**src/rtl/gin_issue_queue.sv**
```systemverilog
// Issue queue feeding the GIN bus: a DEPTH-entry {tag, data} FIFO drained by an
// IDLE/ISSUE/HOLD sequencer that emits one bus_enable strobe per entry.
module gin_issue_queue #(
    parameter int BITWIDTH   = 16,
    parameter int TAG_LENGTH = 4,
    parameter int DEPTH      = 4
) (
    input  logic                     clk,
    input  logic                     rstb,
    input  logic                     in_valid,
    output logic                     in_ready,
    input  logic [TAG_LENGTH-1:0]    in_tag,
    input  logic [BITWIDTH-1:0]      in_data,
    input  logic                     bus_ready,
    output logic                     bus_enable,
    output logic [TAG_LENGTH-1:0]    tag,
    output logic [BITWIDTH-1:0]      data_source,
    output logic [$clog2(DEPTH):0]   count,
    output logic                     busy
);
    localparam int PTR_W = $clog2(DEPTH);
    localparam int CNT_W = PTR_W + 1;

    typedef enum logic [1:0] {IDLE, ISSUE, HOLD} state_t;

    state_t                  state;
    logic [PTR_W-1:0]        wr_ptr;
    logic [PTR_W-1:0]        rd_ptr;
    logic [TAG_LENGTH-1:0]   tag_mem  [DEPTH];
    logic [BITWIDTH-1:0]     data_mem [DEPTH];
    logic                    push;
    logic                    pop;

    assign in_ready = (count < CNT_W'(DEPTH));
    assign busy     = (count != '0) || (state != IDLE);
    assign push     = in_valid && in_ready && !rstb;
    assign pop      = (state == IDLE) && (count != '0) && bus_ready && !rstb;

    // Storage carries no reset; occupancy and pointers define what is valid.
    always_ff @(posedge clk) begin
        if (push) begin
            tag_mem[wr_ptr]  <= in_tag;
            data_mem[wr_ptr] <= in_data;
        end
    end

    always_ff @(posedge clk) begin
        if (rstb) begin
            state       <= IDLE;
            bus_enable  <= 1'b0;
            wr_ptr      <= '0;
            rd_ptr      <= '0;
            count       <= '0;
            tag         <= '0;
            data_source <= '0;
        end else begin
            // Power-of-two depth lets the pointers wrap naturally.
            if (push) begin
                wr_ptr <= wr_ptr + PTR_W'(1);
            end
            if (pop) begin
                rd_ptr      <= rd_ptr + PTR_W'(1);
                tag         <= tag_mem[rd_ptr];
                data_source <= data_mem[rd_ptr];
            end
            count <= count + CNT_W'(push) - CNT_W'(pop);

            case (state)
                IDLE: begin
                    if (pop) begin
                        state      <= ISSUE;
                        bus_enable <= 1'b1;
                    end
                end
                ISSUE: begin
                    state      <= HOLD;
                    bus_enable <= 1'b0;
                end
                HOLD: begin
                    // Extra cycle lets the bus drop bus_ready before we look again.
                    state      <= IDLE;
                    bus_enable <= 1'b0;
                end
                default: begin
                    state      <= IDLE;
                    bus_enable <= 1'b0;
                end
            endcase
        end
    end
endmodule

```
**config.mk**
```make
export PLATFORM = sky130hd
export DESIGN_NAME = gin_issue_queue
export DESIGN_NICKNAME = d
export VERILOG_FILES = /design/src/rtl/gin_issue_queue.sv
export SDC_FILE = /design/constraint.sdc
export NUM_CORES = 1
export LEC_CHECK = 0
export ABC_AREA = 1
export BUFFER_PORTS_ARGS = -buffer_cell sky130_fd_sc_hd__buf_2
export CAP_MARGIN = 30
export CORE_MARGIN = 5
export CORE_UTILIZATION = 45
export CTS_CLUSTER_DIAMETER = 120
export DETAILED_ROUTE_END_ITERATION = 16
export MAX_ROUTING_LAYER = met4
export PLACE_DENSITY = 0.6
export SLEW_MARGIN = 20
export SYNTH_ARGS = -nofsm -noshare
export SYNTH_HDL_FRONTEND = slang
export SYNTH_SLANG_ARGS = --single-unit
```
**constraint.sdc**
```tcl
create_clock -name clk -period 2.5 [get_ports clk]
set_input_delay 0.125 -clock clk [delete_from_list [all_inputs] [get_ports clk]]
set_output_delay 0.125 -clock clk [all_outputs]
set_load 0.02 [all_outputs]
```
Yosys cells after proc, flatten, opt, wreduce, memory -nomap -nowiden
Memories as Yosys holds them, arrays and structs flattened. A register that Yosys moved wholly into a read port is not among the register bits. Index checks and enable logic that the tools add are counted.

Add/sub/neg operators: 4. Order comparisons: 1. Equal/unequal tests: 2. Muxes and demuxes: 4. Bitwise gates (word level): 1. Reduce and logical (&&, ||, !) cells: 11.

Operators by type and width (number): 1-bit logical AND (5); 2-bit by 1-bit adder with 2-bit output (second input constant) (2); 2-bit one-hot mux with 2 select lines (1); 3-bit by 1-bit adder with 3-bit output (1); 3-bit less-than comparator (second input constant) (1); 3-bit nonzero test (1); 3-bit by 1-bit subtractor with 3-bit output (1); 2-bit by 1-bit == test with 1-bit output (second input constant) (1); 2-bit zero test (1); 1-bit 2-to-1 mux (2); 2-bit 2-to-1 mux (1); 2-bit inequality test (second input constant) (1); 2-bit nonzero test (1); 2-bit OR reduction (1); 1-bit zero test (1); 1-bit logical OR (1); 1-bit inverter (1).

Bits in registers: 10. RAM bits: 80. Input port bits: 24. Output and inout bits: 26. Memories kept: 2.

Memory list: data_mem (words 4, bits a word 16, rd ports 1, clocked after memory_dff 1, wr ports 1, RTL line 30) `logic [BITWIDTH-1:0] data_mem [DEPTH];`; tag_mem (words 4, bits a word 4, rd ports 1, clocked after memory_dff 1, wr ports 1, RTL line 29) `logic [TAG_LENGTH-1:0] tag_mem [DEPTH];`.

Logic depth before layout (Yosys ltp)
Word-level depth: 6. Gate-level depth with buffers: 12. Gate-level depth less buffers: 12.

Worst setup path before layout
No wires, ideal clock.

Kind: register to register. From: register count[2]. To: register count[2]. Library setup time: 0.124 ns. Arrival: 2.070 ns. Path slack: 0.307 ns. Cell stages (with the launch flop): 13. Buffers on the path: 0. Path through: dfxtp_1 inv_2 nand2_1 nand2_1 nor2_1 ha_1 inv_1 ha_1 inv_1 fa_1 xnor2_1 o21ai_0 a21oi_1.

Word-level cells in the longest chain between the ends: 5. Elaborated cells between the ends (all ways): 9.

RTL lines: from (decl) (RTL line 18) `output logic [$clog2(DEPTH):0] count,`; from (signal assigned) (RTL line 66) `count <= count + CNT_W'(push) - CNT_W'(pop);`; 3-bit less-than comparator (RTL line 34) `assign in_ready = (count < CNT_W'(DEPTH));`; via in_ready (RTL line 11) `output logic in_ready,`; 1-bit logical AND (2 in a row) (RTL line 36) `assign push = in_valid && in_ready && !rstb;`; 3-bit by 1-bit adder with 3-bit output (RTL line 66); 3-bit by 1-bit subtractor with 3-bit output (RTL line 66).

The timed path passes the listed nets, and every way through them passes these cells. A chain may end at the register's enable or synchronous reset.

Worst setup path in the final report
From: input port rstb. To: register count[2].

Elaborated cells between the ends (all ways): 5.

RTL lines: from (decl) (RTL line 9) `input logic rstb,`; 1-bit zero test (RTL line 37) `assign pop = (state == IDLE) && (count != '0) && bus_ready && !rstb;`; 1-bit logical AND (RTL line 37); via pop (RTL line 32) `logic pop;`; 3-bit by 1-bit subtractor with 3-bit output (RTL line 66).

The timed path passes the listed nets, and every way through them passes these cells.

==> report_table.html <==
<table>
<tr><th>Metric</th><th>Value</th></tr>
<tr><th colspan="2">Outcome</th></tr>
<tr><td>Status</td><td>completed</td></tr>
<tr><th colspan="2">Place</th></tr>
<tr><td>Port buffer count</td><td>49</td></tr>
<tr><td>Worst slack after detailed placement</td><td>0.262 ns</td></tr>
<tr><td>RD Place Congestion</td><td>0.758</td></tr>
<tr><td>HPWL after detailed placement</td><td>5120 um</td></tr>
<tr><td>Cell Area, Placed</td><td>4790 sq um</td></tr>
<tr><th colspan="2">Detailed routing</th></tr>
<tr><td>Final antenna-violating net count</td><td>0</td></tr>
<tr><td>Final routed wire length divided by cell count</td><td>13.2 um</td></tr>
<tr><td>DRC viols</td><td>0</td></tr>
<tr><td>Detailed-route via count</td><td>2964</td></tr>
<tr><td>DR vias/cell</td><td>4.65</td></tr>
<tr><td>Routed wire length</td><td>8450 um</td></tr>
<tr><td>Count of TritonRoute iterations in the first routing pass</td><td>4</td></tr>
<tr><td>DRC marker count from the first detailed-route iteration</td><td>116</td></tr>
<tr><th colspan="2">Critical path</th></tr>
<tr><td>Arrival time at the worst endpoint</td><td>2.55 ns</td></tr>
<tr><td>Required arrival time at the worst endpoint</td><td>2.81 ns</td></tr>
<tr><td>Worst reg-to-reg path cell count</td><td>12</td></tr>
<tr><td>Capturing point of the worst reg2reg path</td><td>count[2]</td></tr>
<tr><td>CP endpoint kind</td><td>register</td></tr>
<tr><td>Worst reg2reg startpoint</td><td>count[1]</td></tr>
<tr><td>Critical path start-end classification</td><td>in2reg</td></tr>
<tr><td>Flop-to-flop setup slack</td><td>0.34 ns</td></tr>
<tr><td>Startpoint class of the critical path</td><td>input pin</td></tr>
<tr><td>Highest net fanout along the worst path</td><td>14</td></tr>
<tr><th colspan="2">Worst hold path</th></tr>
<tr><td>Min-Delay Path Class</td><td>in2reg</td></tr>
<tr><td>Hold Path Sink</td><td>state[0]</td></tr>
<tr><td>Startpoint of the tightest hold check path</td><td>bus_ready</td></tr>
<tr><td>Worst hold path stage count</td><td>3</td></tr>
<tr><th colspan="2">Timing</th></tr>
<tr><td>Crit path setup slack, layout</td><td>0.256 ns</td></tr>
<tr><td>Worst-margin pin slew</td><td>0.780 ns</td></tr>
<tr><td>Min cycle time layout</td><td>2.24 ns</td></tr>
<tr><td>Sum of negative setup slack</td><td>0 ns</td></tr>
<tr><td>Tcrit/Tclk final</td><td>89.8%</td></tr>
<tr><td>Maximum achievable frequency</td><td>446 MHz</td></tr>
<tr><td>Unrepaired setup endpoints after global routing</td><td>no</td></tr>
<tr><td>Total count of max-transition violations in the final report</td><td>0</td></tr>
<tr><td>Clk_skew</td><td>0.0150 ns</td></tr>
<tr><td>Slew headroom</td><td>48.0%</td></tr>
<tr><td>Final Hold Fails</td><td>0</td></tr>
<tr><td>Number of endpoints failing setup at the final stage</td><td>0</td></tr>
<tr><th colspan="2">Global routing</th></tr>
<tr><td>Via count of the first global-routing pass</td><td>2730</td></tr>
<tr><td>Global-route usage over all layers</td><td>15.5%</td></tr>
<tr><td>Pin count of the biggest net entering global routing</td><td>43</td></tr>
<tr><td>Residual overflow from global routing</td><td>0</td></tr>
<tr><td>Number of antenna violations at the first check in global routing</td><td>0</td></tr>
<tr><td>Global-route wire length before repair</td><td>13700 um</td></tr>
<tr><th colspan="2">Synthesis</th></tr>
<tr><td>Total of warnings raised by yosys</td><td>0</td></tr>
<tr><td>Fraction of synthesized area in multiplexers</td><td>0%</td></tr>
<tr><td>Post-synthesis net count</td><td>461</td></tr>
<tr><td>Dominant combinational cell family by area after synthesis</td><td>simple AND/OR/NAND/NOR gates</td></tr>
<tr><td>Seq/Total Area, Yosys</td><td>67.1%</td></tr>
<tr><td>Complex-gate fraction of the synthesized area</td><td>5.26%</td></tr>
<tr><td>Share of the synthesized area in the top cell type</td><td>53.7%</td></tr>
<tr><td>Mean instance size in the synthesized netlist</td><td>10.4 sq um</td></tr>
<tr><td>Post-synthesis instance total</td><td>430</td></tr>
<tr><td>Leading post-synthesis cells by cell area</td><td>sky130_fd_sc_hd__edfxtp_1, sky130_fd_sc_hd__dfxtp_1, sky130_fd_sc_hd__nand2_1</td></tr>
<tr><td>Yosys cell types</td><td>23</td></tr>
<tr><td>Synth Area in XOR/XNOR</td><td>0.391%</td></tr>
<tr><td>Cell accounting for the most synthesized area</td><td>sky130_fd_sc_hd__edfxtp_1</td></tr>
<tr><td>Number of flip-flops and latches in the synthesized netlist</td><td>110</td></tr>
<tr><td>Post-synth design cell area</td><td>4470 sq um</td></tr>
<tr><td>Synthesized-area fraction occupied by adder cells</td><td>2.13%</td></tr>
<tr><td>Synthesized-area fraction occupied by and/or/nand/nor cells</td><td>18.5%</td></tr>
<tr><th colspan="2">CTS</th></tr>
<tr><td>Total clock buffers created by CTS</td><td>9</td></tr>
<tr><td>Number of setup buffers added after CTS</td><td>0</td></tr>
<tr><td>Clock H-tree levels</td><td>3</td></tr>
<tr><td>Buffer cell driving the clock tree root</td><td>sky130_fd_sc_hd__clkbuf_8</td></tr>
<tr><td>Clock tree from TritonCTS</td><td>built</td></tr>
<tr><td>Clk slew on worst S/H paths</td><td>0.11 ns</td></tr>
<tr><td>CTS Buffer Depth</td><td>2</td></tr>
<tr><td>Clock net sink count</td><td>110</td></tr>
<tr><td>Clock insertion delay at the later pin of the skew report</td><td>0.37 ns</td></tr>
<tr><th colspan="2">Die</th></tr>
<tr><td>Floorplan die height</td><td>110 um</td></tr>
<tr><td>Effective utilization at floorplan</td><td>46.0%</td></tr>
<tr><td>Die ar.</td><td>12000 sq um</td></tr>
<tr><td>Floorplan row count</td><td>36</td></tr>
<tr><td>Core Area</td><td>9730 sq um</td></tr>
<tr><td>Io pins</td><td>50</td></tr>
<tr><td>Width of the die</td><td>110 um</td></tr>
<tr><th colspan="2">Flow run</th></tr>
<tr><td>Number of maximum-capacitance violations</td><td>0</td></tr>
<tr><th colspan="2">Power</th></tr>
<tr><td>PnR Total Power</td><td>4.25 mW</td></tr>
<tr><td>Max VDD drop</td><td>0.248 mV</td></tr>
<tr><td>Leak pwr</td><td>2.21 nW</td></tr>
<tr><td>Pwr Density</td><td>817 nW/um^2</td></tr>
<tr><th colspan="2">Cells and area</th></tr>
<tr><td>Antenna cells</td><td>0</td></tr>
<tr><td>NumNets Final</td><td>531</td></tr>
<tr><td>Share of post-route cells with drive strength above 1</td><td>19.0%</td></tr>
<tr><td>Core occupancy in the finished layout</td><td>53.5%</td></tr>
<tr><td>Fill count</td><td>892</td></tr>
<tr><td>Final design instance area without fill</td><td>5200 sq um</td></tr>
<tr><td>Area added between synthesis and finish</td><td>16.3%</td></tr>
</table>
==> repair_timing <==
action	4_1_cts	5_1_grt
hold endpoints to repair	84	0
gates resized for setup	0	3
hold buffers	21	0
setup endpoints to repair	0	1
==> cell usage in the layout (no fill, tap or decap) <==
master | Yosys | routed
sky130_fd_sc_hd__nand3_1 | 3 | 2
sky130_fd_sc_hd__xnor2_1 | 1 | 1
sky130_fd_sc_hd__dlygate4sd3_1 | 0 | 21
sky130_fd_sc_hd__nor2_2 | 12 | 17
sky130_fd_sc_hd__inv_2 | 4 | 3
sky130_fd_sc_hd__nor3_1 | 1 | 1
sky130_fd_sc_hd__dfxtp_1 | 30 | 30
sky130_fd_sc_hd__clkinv_2 | 0 | 4
sky130_fd_sc_hd__buf_4 | 7 | 7
sky130_fd_sc_hd__edfxtp_1 | 80 | 80
sky130_fd_sc_hd__inv_1 | 32 | 32
sky130_fd_sc_hd__a21oi_1 | 4 | 4
sky130_fd_sc_hd__buf_2 | 4 | 49
sky130_fd_sc_hd__clkbuf_16 | 0 | 1
sky130_fd_sc_hd__inv_6 | 1 | 4
sky130_fd_sc_hd__clkbuf_8 | 0 | 9
sky130_fd_sc_hd__o21ai_0 | 25 | 25
sky130_fd_sc_hd__ha_1 | 6 | 6
sky130_fd_sc_hd__xor2_1 | 1 | 1
sky130_fd_sc_hd__fa_1 | 1 | 1
sky130_fd_sc_hd__nand2_1 | 128 | 128
sky130_fd_sc_hd__o21ai_1 | 18 | 18
sky130_fd_sc_hd__nor2_1 | 64 | 59
sky130_fd_sc_hd__nand3_2 | 1 | 2
==> Yosys cell counts, drive strengths merged <==
master  instances
a21oi           4
buf            16
clkbuf          2
dfxtp          30
edfxtp         80
fa              1
ha              6
inv            37
nand2         128
nand3           4
nor2           76
nor3            1
o21ai          43
xnor2           1
xor2            1
==> power breakdown <==
part / total [mW] / switching (mW) / internal (mW)
Combinational: 1.01 / 0.678 / 0.336
Sequential: 2.21 / 0.0837 / 2.13
Clock: 1.02 / 0.594 / 0.430
==> critical path, cell delays in order <==
cell,delay (ns)
sky130_fd_sc_hd__dlygate4sd3_1,0.53
sky130_fd_sc_hd__buf_2,0.18
sky130_fd_sc_hd__clkinv_2,0.20
sky130_fd_sc_hd__nand2_1,0.18
sky130_fd_sc_hd__nor2_2,0.07
sky130_fd_sc_hd__ha_1,0.27
sky130_fd_sc_hd__inv_1,0.06
sky130_fd_sc_hd__ha_1,0.12
sky130_fd_sc_hd__inv_1,0.05
sky130_fd_sc_hd__fa_1,0.37
sky130_fd_sc_hd__xnor2_1,0.18
sky130_fd_sc_hd__o21ai_0,0.10
sky130_fd_sc_hd__a21oi_1,0.12
==> registers in the layout (all words and copies together) (netlist names) <==
register,count
data_source,16
wr_ptr,2
count,3
bus_enable,1
state,2
tag_mem,16
tag,4
data_mem,64
rd_ptr,2
==> kinds of logic (layout without fill, tap and decap cells) <==
family | after synthesis | after routing
simple gates | 209 | 209
compound gates | 47 | 47
xor+xnor | 2 | 2
fa+ha+maj | 7 | 7
buf+inv | 55 | 130
flops | 110 | 110
==> worst max path at each step <==
stage / startpoint / endpoint / slack, ns
after floorplan: count[2] / count[2] / 0.31
after global placement: rstb / count[2] / 0.34
after detailed placement: rstb / count[2] / 0.26
after CTS: rstb / count[2] / 0.1
after global routing: rstb / count[2] / 0.02
final: rstb / count[2] / 0.26
==> metal layers <==
metal / vias to the layer above / global-route usage (%) / routed length, um
li1: 1519 / - / -
met1: 1378 / 20.8 / 3890
met2: 60 / 24.0 / 4000
met3: 7 / 2.23 / 456
met4: 0 / 6.14 / 105
met5: - / - / 0
==> layout make-up <==
| cell class | count | area [sq um] | share of cell area [%] |
|---|---|---|---|
| clock buffer | 10 | 149 | 2.86 |
| clock inverter | 6 | 41.3 | 0.793 |
| inverter | 37 | 145 | 2.79 |
| multi-input combinational | 265 | 1190 | 22.9 |
| sequential | 110 | 3000 | 57.7 |
| tap | 133 | 166 | 3.20 |
| timing repair buffer | 77 | 508 | 9.76 |
==> through the flow <==
| stage | instances | hold slack (ns) |
|---|---|---|
| after detailed placement | 601 | 0.342 |
| after floorplan | 430 | 0.194 |
| after global routing | 638 | 0.0659 |
| after global placement | 601 | 0.341 |
| after CTS | 638 | 0.0223 |
| final | 638 | 0.0626 |
Power figures use the tool's default switching activity.
